## config.mk

```make
export PLATFORM = sky130hd
export DESIGN_NAME = serial_adder16
export DESIGN_NICKNAME = d
export VERILOG_FILES = /design/src/rtl/serial_adder16.sv
export SDC_FILE = /design/constraint.sdc
export NUM_CORES = 1
export LEC_CHECK = 0
export CAP_MARGIN = 5
export CORE_UTILIZATION = 50
export CTS_CLUSTER_DIAMETER = 50
export CTS_CLUSTER_SIZE = 28
export DETAILED_ROUTE_END_ITERATION = 16
export HOLD_SLACK_MARGIN = 0.12
export MAX_ROUTING_LAYER = met4
export PLACE_DENSITY = 0.77
export SLEW_MARGIN = 20
export SYNTH_ARGS = -nofsm -noshare
export SYNTH_HDL_FRONTEND = slang
export SYNTH_SLANG_ARGS = --single-unit
```

## constraint.sdc

```tcl
create_clock -name clk -period 1.8 [get_ports clk]
set_input_delay 0.18 -clock clk [delete_from_list [all_inputs] [get_ports clk]]
set_output_delay 0.18 -clock clk [all_outputs]
set_load 0.01 [all_outputs]
```

## src/rtl/serial_adder16.sv

```systemverilog
// serial_adder16 - bit-serial two's-complement adder, LSB first.
//
// Each RUN cycle forms one full-adder bit from two half-adder stages and a
// carry flip-flop. Operands are captured on an accepted start, summed over
// WIDTH cycles, and the result is published as a registered word together
// with the final carry and a one-cycle done pulse.
//
// Optional feature: define SERIAL_ADDER_SUB_EN to add the 'sub' input.
// With sub=1 the adder computes a - b (b inverted, carry-in forced to 1);
// carry_out=1 then means no borrow. Without the macro the block is add-only.
//
// Ports:
//   clk        system clock, rising edge
//   reset      synchronous, active-high reset
//   start      request, sampled only in IDLE
//   a, b       operands, sampled on the accepted start edge
//   sub        (SERIAL_ADDER_SUB_EN only) subtract request, sampled with a/b
//   busy       high while in RUN
//   done       one-cycle pulse when out/carry_out have just been updated
//   out        registered sum, holds until the next completion
//   carry_out  final carry of the MSB, holds with out
//
// state  | meaning
// IDLE   | waiting for start; out/carry_out hold last result
// RUN    | one sum bit per cycle, WIDTH cycles
// DONE   | result published, done asserted for this single cycle

module serial_adder16 #(
    parameter int WIDTH = 16
) (
    input  logic             clk,
    input  logic             reset,
    input  logic             start,
    input  logic [WIDTH-1:0] a,
    input  logic [WIDTH-1:0] b,
`ifdef SERIAL_ADDER_SUB_EN
    input  logic             sub,
`endif
    output logic             busy,
    output logic             done,
    output logic [WIDTH-1:0] out,
    output logic             carry_out
);

    localparam int CNT_W = (WIDTH > 1) ? $clog2(WIDTH) : 1;
    localparam logic [CNT_W-1:0] CNT_LAST = CNT_W'(WIDTH - 1);

    typedef enum logic [1:0] {
        S_IDLE = 2'd0,
        S_RUN  = 2'd1,
        S_DONE = 2'd2
    } state_t;

    state_t           state_q, state_d;
    logic [WIDTH-1:0] sa_q, sa_d;
    logic [WIDTH-1:0] sb_q, sb_d;
    logic [WIDTH-1:0] acc_q, acc_d;
    logic [CNT_W-1:0] cnt_q, cnt_d;
    logic             carry_ff_q, carry_ff_d;
    logic [WIDTH-1:0] out_q, out_d;
    logic             carry_out_q, carry_out_d;

    logic [WIDTH-1:0] b_in;
    logic             carry_in;
    logic             s0, c0, sum_bit, c1;

    // Operand B conditioning: subtraction is a + ~b + 1.
`ifdef SERIAL_ADDER_SUB_EN
    assign b_in     = sub ? ~b : b;
    assign carry_in = sub;
`else
    assign b_in     = b;
    assign carry_in = 1'b0;
`endif

    // Two half-adder stages make up the full adder for the current bit.
    assign s0      = sa_q[0] ^ sb_q[0];
    assign c0      = sa_q[0] & sb_q[0];
    assign sum_bit = s0 ^ carry_ff_q;
    assign c1      = s0 & carry_ff_q;

    always_comb begin
        state_d     = state_q;
        sa_d        = sa_q;
        sb_d        = sb_q;
        acc_d       = acc_q;
        cnt_d       = cnt_q;
        carry_ff_d  = carry_ff_q;
        out_d       = out_q;
        carry_out_d = carry_out_q;

        case (state_q)
            S_IDLE: begin
                if (start) begin
                    sa_d       = a;
                    sb_d       = b_in;
                    carry_ff_d = carry_in;
                    cnt_d      = '0;
                    acc_d      = '0;
                    state_d    = S_RUN;
                end
            end
            S_RUN: begin
                carry_ff_d = c0 | c1;
                acc_d      = {sum_bit, acc_q[WIDTH-1:1]};
                sa_d       = sa_q >> 1;
                sb_d       = sb_q >> 1;
                cnt_d      = cnt_q + CNT_W'(1);
                // The last bit lands in acc_d this cycle, so publish acc_d
                // rather than acc_q.
                if (cnt_q == CNT_LAST) begin
                    out_d       = acc_d;
                    carry_out_d = c0 | c1;
                    state_d     = S_DONE;
                end
            end
            S_DONE: begin
                state_d = S_IDLE;
            end
            default: begin
                state_d = S_IDLE;
            end
        endcase
    end

    always_ff @(posedge clk) begin
        if (reset) begin
            state_q     <= S_IDLE;
            sa_q        <= '0;
            sb_q        <= '0;
            acc_q       <= '0;
            cnt_q       <= '0;
            carry_ff_q  <= 1'b0;
            out_q       <= '0;
            carry_out_q <= 1'b0;
        end else begin
            state_q     <= state_d;
            sa_q        <= sa_d;
            sb_q        <= sb_d;
            acc_q       <= acc_d;
            cnt_q       <= cnt_d;
            carry_ff_q  <= carry_ff_d;
            out_q       <= out_d;
            carry_out_q <= carry_out_d;
        end
    end

    assign busy      = (state_q == S_RUN);
    assign done      = (state_q == S_DONE);
    assign out       = out_q;
    assign carry_out = carry_out_q;

endmodule
```

---- Yosys cells after proc, flatten, opt, wreduce, memory -nomap -nowiden ----
Index checks and enable logic that the tools add are counted.
storage, ports and cells
  flip-flop bits (word level) ............. 72
  input port bits ......................... 35
operators by class
  add/sub/neg operators ................... 1
  eq/ne operators ......................... 5
  muxes and demuxes ....................... 13
  bitwise gates (word level) .............. 5
  reductions and logical operators ........ 5
operators with widths
  kind                 count
  $pmux 16 s2          3
  $mux 16              3
  $pmux 4 s2           1
  $reduce_and 2->1     3
  $add 4x1->4 const B  1
  $eq 4x4->1 const B   1
  $mux 2               2
  $mux 4               1
  $pmux 2 s2           1
  $and 1x1->1          2
  $eq 2x1->1 const B   1
  $eq 2x2->1 const B   1
  $logic_not 2->1      1
  $ne 2x1->1 const B   1
  $ne 2x2->1 const B   1
  $pmux 1 s2           1
  $reduce_bool 2->1    1
  $xor 1x1->1          2
  $mux 1               1
  $or 1x1->1           1

---- Logic depth before layout (Yosys ltp) ----
  word-level depth ........................ 4
  gate-level depth with buffers ........... 6

---- Least setup slack after synthesis ----
No wires, ideal clock.
  path type ............................... reg-to-reg
  from .................................... register cnt_q[0]
  to ...................................... register out_q[10] (netlist: out[10])
  library setup time ...................... 0.059 ns
  arrival ................................. 1.252 ns
  data required time ...................... 1.741 ns
  slack ................................... 0.490 ns
  stages on the path, launching flop included .. 6
  path buffers ............................ 1
  path through ............................ dfxtp_1 ha_1 and3_1 a21oi_4 buf_4 a22o_1
between the ends
  cells in the longest elaborated chain, start to end .. 2
ends and longest elaborated chain
  element                            line  RTL
  start, declared                    58    logic [CNT_W-1:0] cnt_q, cnt_d;
  start signal, assigned             141   cnt_q <= cnt_d;
  $eq 4x4->1                         111   if (cnt_q == CNT_LAST) begin
  $reduce_and 2->1 (no source line)  --
  end signal, assigned               143   out_q <= out_d;
  end, declared                      60    logic [WIDTH-1:0] out_q, out_d;
No other way between the ends.
A chain may end at the register's enable or synchronous reset.

---- Final worst setup path ----
  from .................................... register state_q[0]
  to ...................................... output done
between the ends
  cells in the longest elaborated chain, start to end .. 1
ends and longest elaborated chain
  element                 line  RTL
  start, declared         54    state_t state_q, state_d;
  start signal, assigned  137   state_q <= state_d;
  $eq 2x2->1              149   assign done = (state_q == S_DONE);
  end, declared           40    output logic done,
No other way between the ends.

==> metrics <==
Slew headroom=0.568; status=finished clean; Seq/Total Area, Yosys=0.506; Worst Hold Class=in2reg; Synth Instances=317; die area=5920 sq um; routed via count=2,451; CP cell instances=buf_4 > nor2_1 > clkdlybuf4s50_1; Critical Path End Type=output pin; Final Max Slew Viols=0; Slowest Stage Delay on Critical Path=0.54 ns; Die Span X=76.9 um; WL final=6.31 mm; core area=5270 sq um; Worst Path Required=1.62 ns; flops & latches, synth=71; Fin Setup TNS=0 ns; leading area contributor after synthesis=dfxtp_1; Antenna Cells=0; dominant cells by area after synthesis=dfxtp_1 (51%), nor2_1 (8.8%), a211oi_1 (5.9%); clk_lat worst skew=0.34 ns; kind of start point of the critical path=register; met2 routed WL=2.85 mm; pwr/cell area=966 nW/um^2; Worst Path Buf+Inv=2; port bufs=53; max capacitance violation total=0; placed cells=425; Syn. warnings=0; Top Family by Delay on Critical Path=buffers and inverters; Post-Route M1 WL=3.01 mm; initial antenna violation count=0; final std cells w/o fill=441; CP max stage cell=clkdlybuf4s50_1; post-route ant nets=0; Netlist cell types=30; Total Routing Usage GR=0.242; WL/cell=14.3 um; CTS Hold Buffers Added=0; leakage=1.35 nW; Crit Path Category=reg2out; Layout area overhead=29.2%; Die H=76.9 um; Iter 0 DRT Violations=126; final hold violation count=0; fmax=592 MHz; Synth Cell Area=2810 sq um; first-pass GRT wire length=11.0 mm; number of remaining DRC errors=0; Slew @ Worst Pin=0.647 ns; root buffer cell=clkbuf_8; HPWL Detailed=4.03 mm; maximum vdd drop=0.587 mV; CP Max Fanout=23; row cnt=26; I/O pins=54; Mapped Avg Cell Area=8.85 sq um; GP Congestion=0.763; DR top layer=met4; met3 WL=353 um; share of layout cells above drive strength 1=0.0943; fin crit period=1.69 ns; clock-pin slew on the worst setup and hold paths=0.07 ns; DR vias/cell=5.56; Pre-antenna DRT Iters=4; # setup viols final=0; Syn Nets=354; TritonCTS clock tree=built; Min Hold Slack=0.298 ns; vias in the first global route=2,439; Nets=403; Final Cycle Share=0.938; clock buffer depth=2; postcts setup bufs=0; gr ovfl total=0; post-synth top area share=0.506; Initial Util=0.533; largest net degree at the start of global routing=33; Clock Skews=0.00970 ns; CP Data Arrival Time=1.51 ns; clock sinks=71; total power=3.50 mW; CTS H-tree depth=3; unrepaired setup endpoints after global routing=no; CTS Buf Count=9
[per-layer routing]
metal | vias to the layer above | track usage
met5 | - | -
met4 | 0 | 0.0846
met3 | 12 | 0.0786
met2 | 80 | 0.385
met1 | 1135 | 0.286
li1 | 1224 | -
[tightest hold or removal path, cell delays in order]
cell and delay, ns:
buf_2 0.18, nor3_4 0.07, buf_4 0.16
[cell type report]
class	instances	area (sq um)
Clock inverter	5	81.3
Sequential cell	71	1420
Inverter	3	13.8
Multi-Input combinational cell	215	1230
Timing Repair Buffer	66	647
Fill cell	430	1640
Tap cell	70	87.6
Clock buffer	11	141
[sequential cells by signal, summed over array words and instances, names as in the netlist]
signal	flops
carry_out	1
state_q	2
out	16
sa_q	16
carry_ff_q	1
acc_q	15
sb_q	16
cnt_q	4
[layout by cell type, fill, tap and decap left out, drive strengths merged, types with 2 or more instances in the layout]
cell / netlist / final
nand3: 22 / 22
dfxtp: 71 / 71
a22o: 16 / 16
nand2b: 3 / 3
nor2: 66 / 66
inv: 3 / 3
o2bb2ai: 15 / 15
a211oi: 22 / 22
buf: 18 / 14
bufinv: 0 / 2
nor4: 9 / 9
clkbuf: 10 / 11
nand2: 21 / 21
clkdlybuf4s50: 0 / 51
o22ai: 6 / 6
clkinv: 0 / 2
a21oi: 24 / 24
[metrics by stage]
step | util | setup slack [ns] | cell area, sq um
6_report | 0.688 | 0.112 | 3630
4_1_cts | 0.688 | 0.0846 | 3620
5_1_grt | 0.688 | 0.0191 | 3630
3_3_place_gp | 0.645 | 0.245 | 3400
2_1_floorplan | - | 0.490 | 2810
3_5_place_dp | 0.645 | 0.193 | 3400
[path summary, 6_finish.rpt]
check | startpoint | end | slack (ns) | depth (start not counted)
setup reg to reg | state_q[1] | out[5] | 0.24 | 5
hold reg to reg | acc_q[5] | acc_q[4] | 0.47 | 2
setup / recovery | state_q[0] | done | 0.11 | 3
hold / removal | reset | state_q[1] | 0.30 | 3
[cell families (layout without fill, tap and decap cells)]
group / Yosys count / count (layout) / synth area share
adder cells (fa/ha/maj): 2 / 2 / 0.0116
AO/OA/AOI/OAI: 87 / 87 / 0.229
buffers and inverters: 31 / 85 / 0.0544
AND/OR/NAND/NOR: 126 / 126 / 0.198
flip-flops: 71 / 71 / 0.506
[where the power goes]
part           internal (mW)  total, mW  switching (mW)
sequential              1.65       1.69          0.0450
combinational          0.187      0.404           0.216
clock                  0.819       1.41           0.587
[synthesized netlist by cell type, drive strengths merged]
library cell  count
nor4              9
or3b              1
or3               1
o32a              1
o2bb2ai          15
nor3              1
ha                1
a211oi           22
o22ai             6
o21ai             1
a21oi            24
nand2            21
a22o             16
o211ai            1
dfxtp            71
fa                1
clkbuf           10
buf              18
inv               3
nor3b             1
and3              1
nand3            22
nand2b            3
o21ba             1
nor2             66
[what timing repair did]
action	in CTS	in global routing
resized for setup	2	1
cloned	0	0
setup endpoints to repair	1	1
No activity file was read; power rests on OpenSTA's default activity.
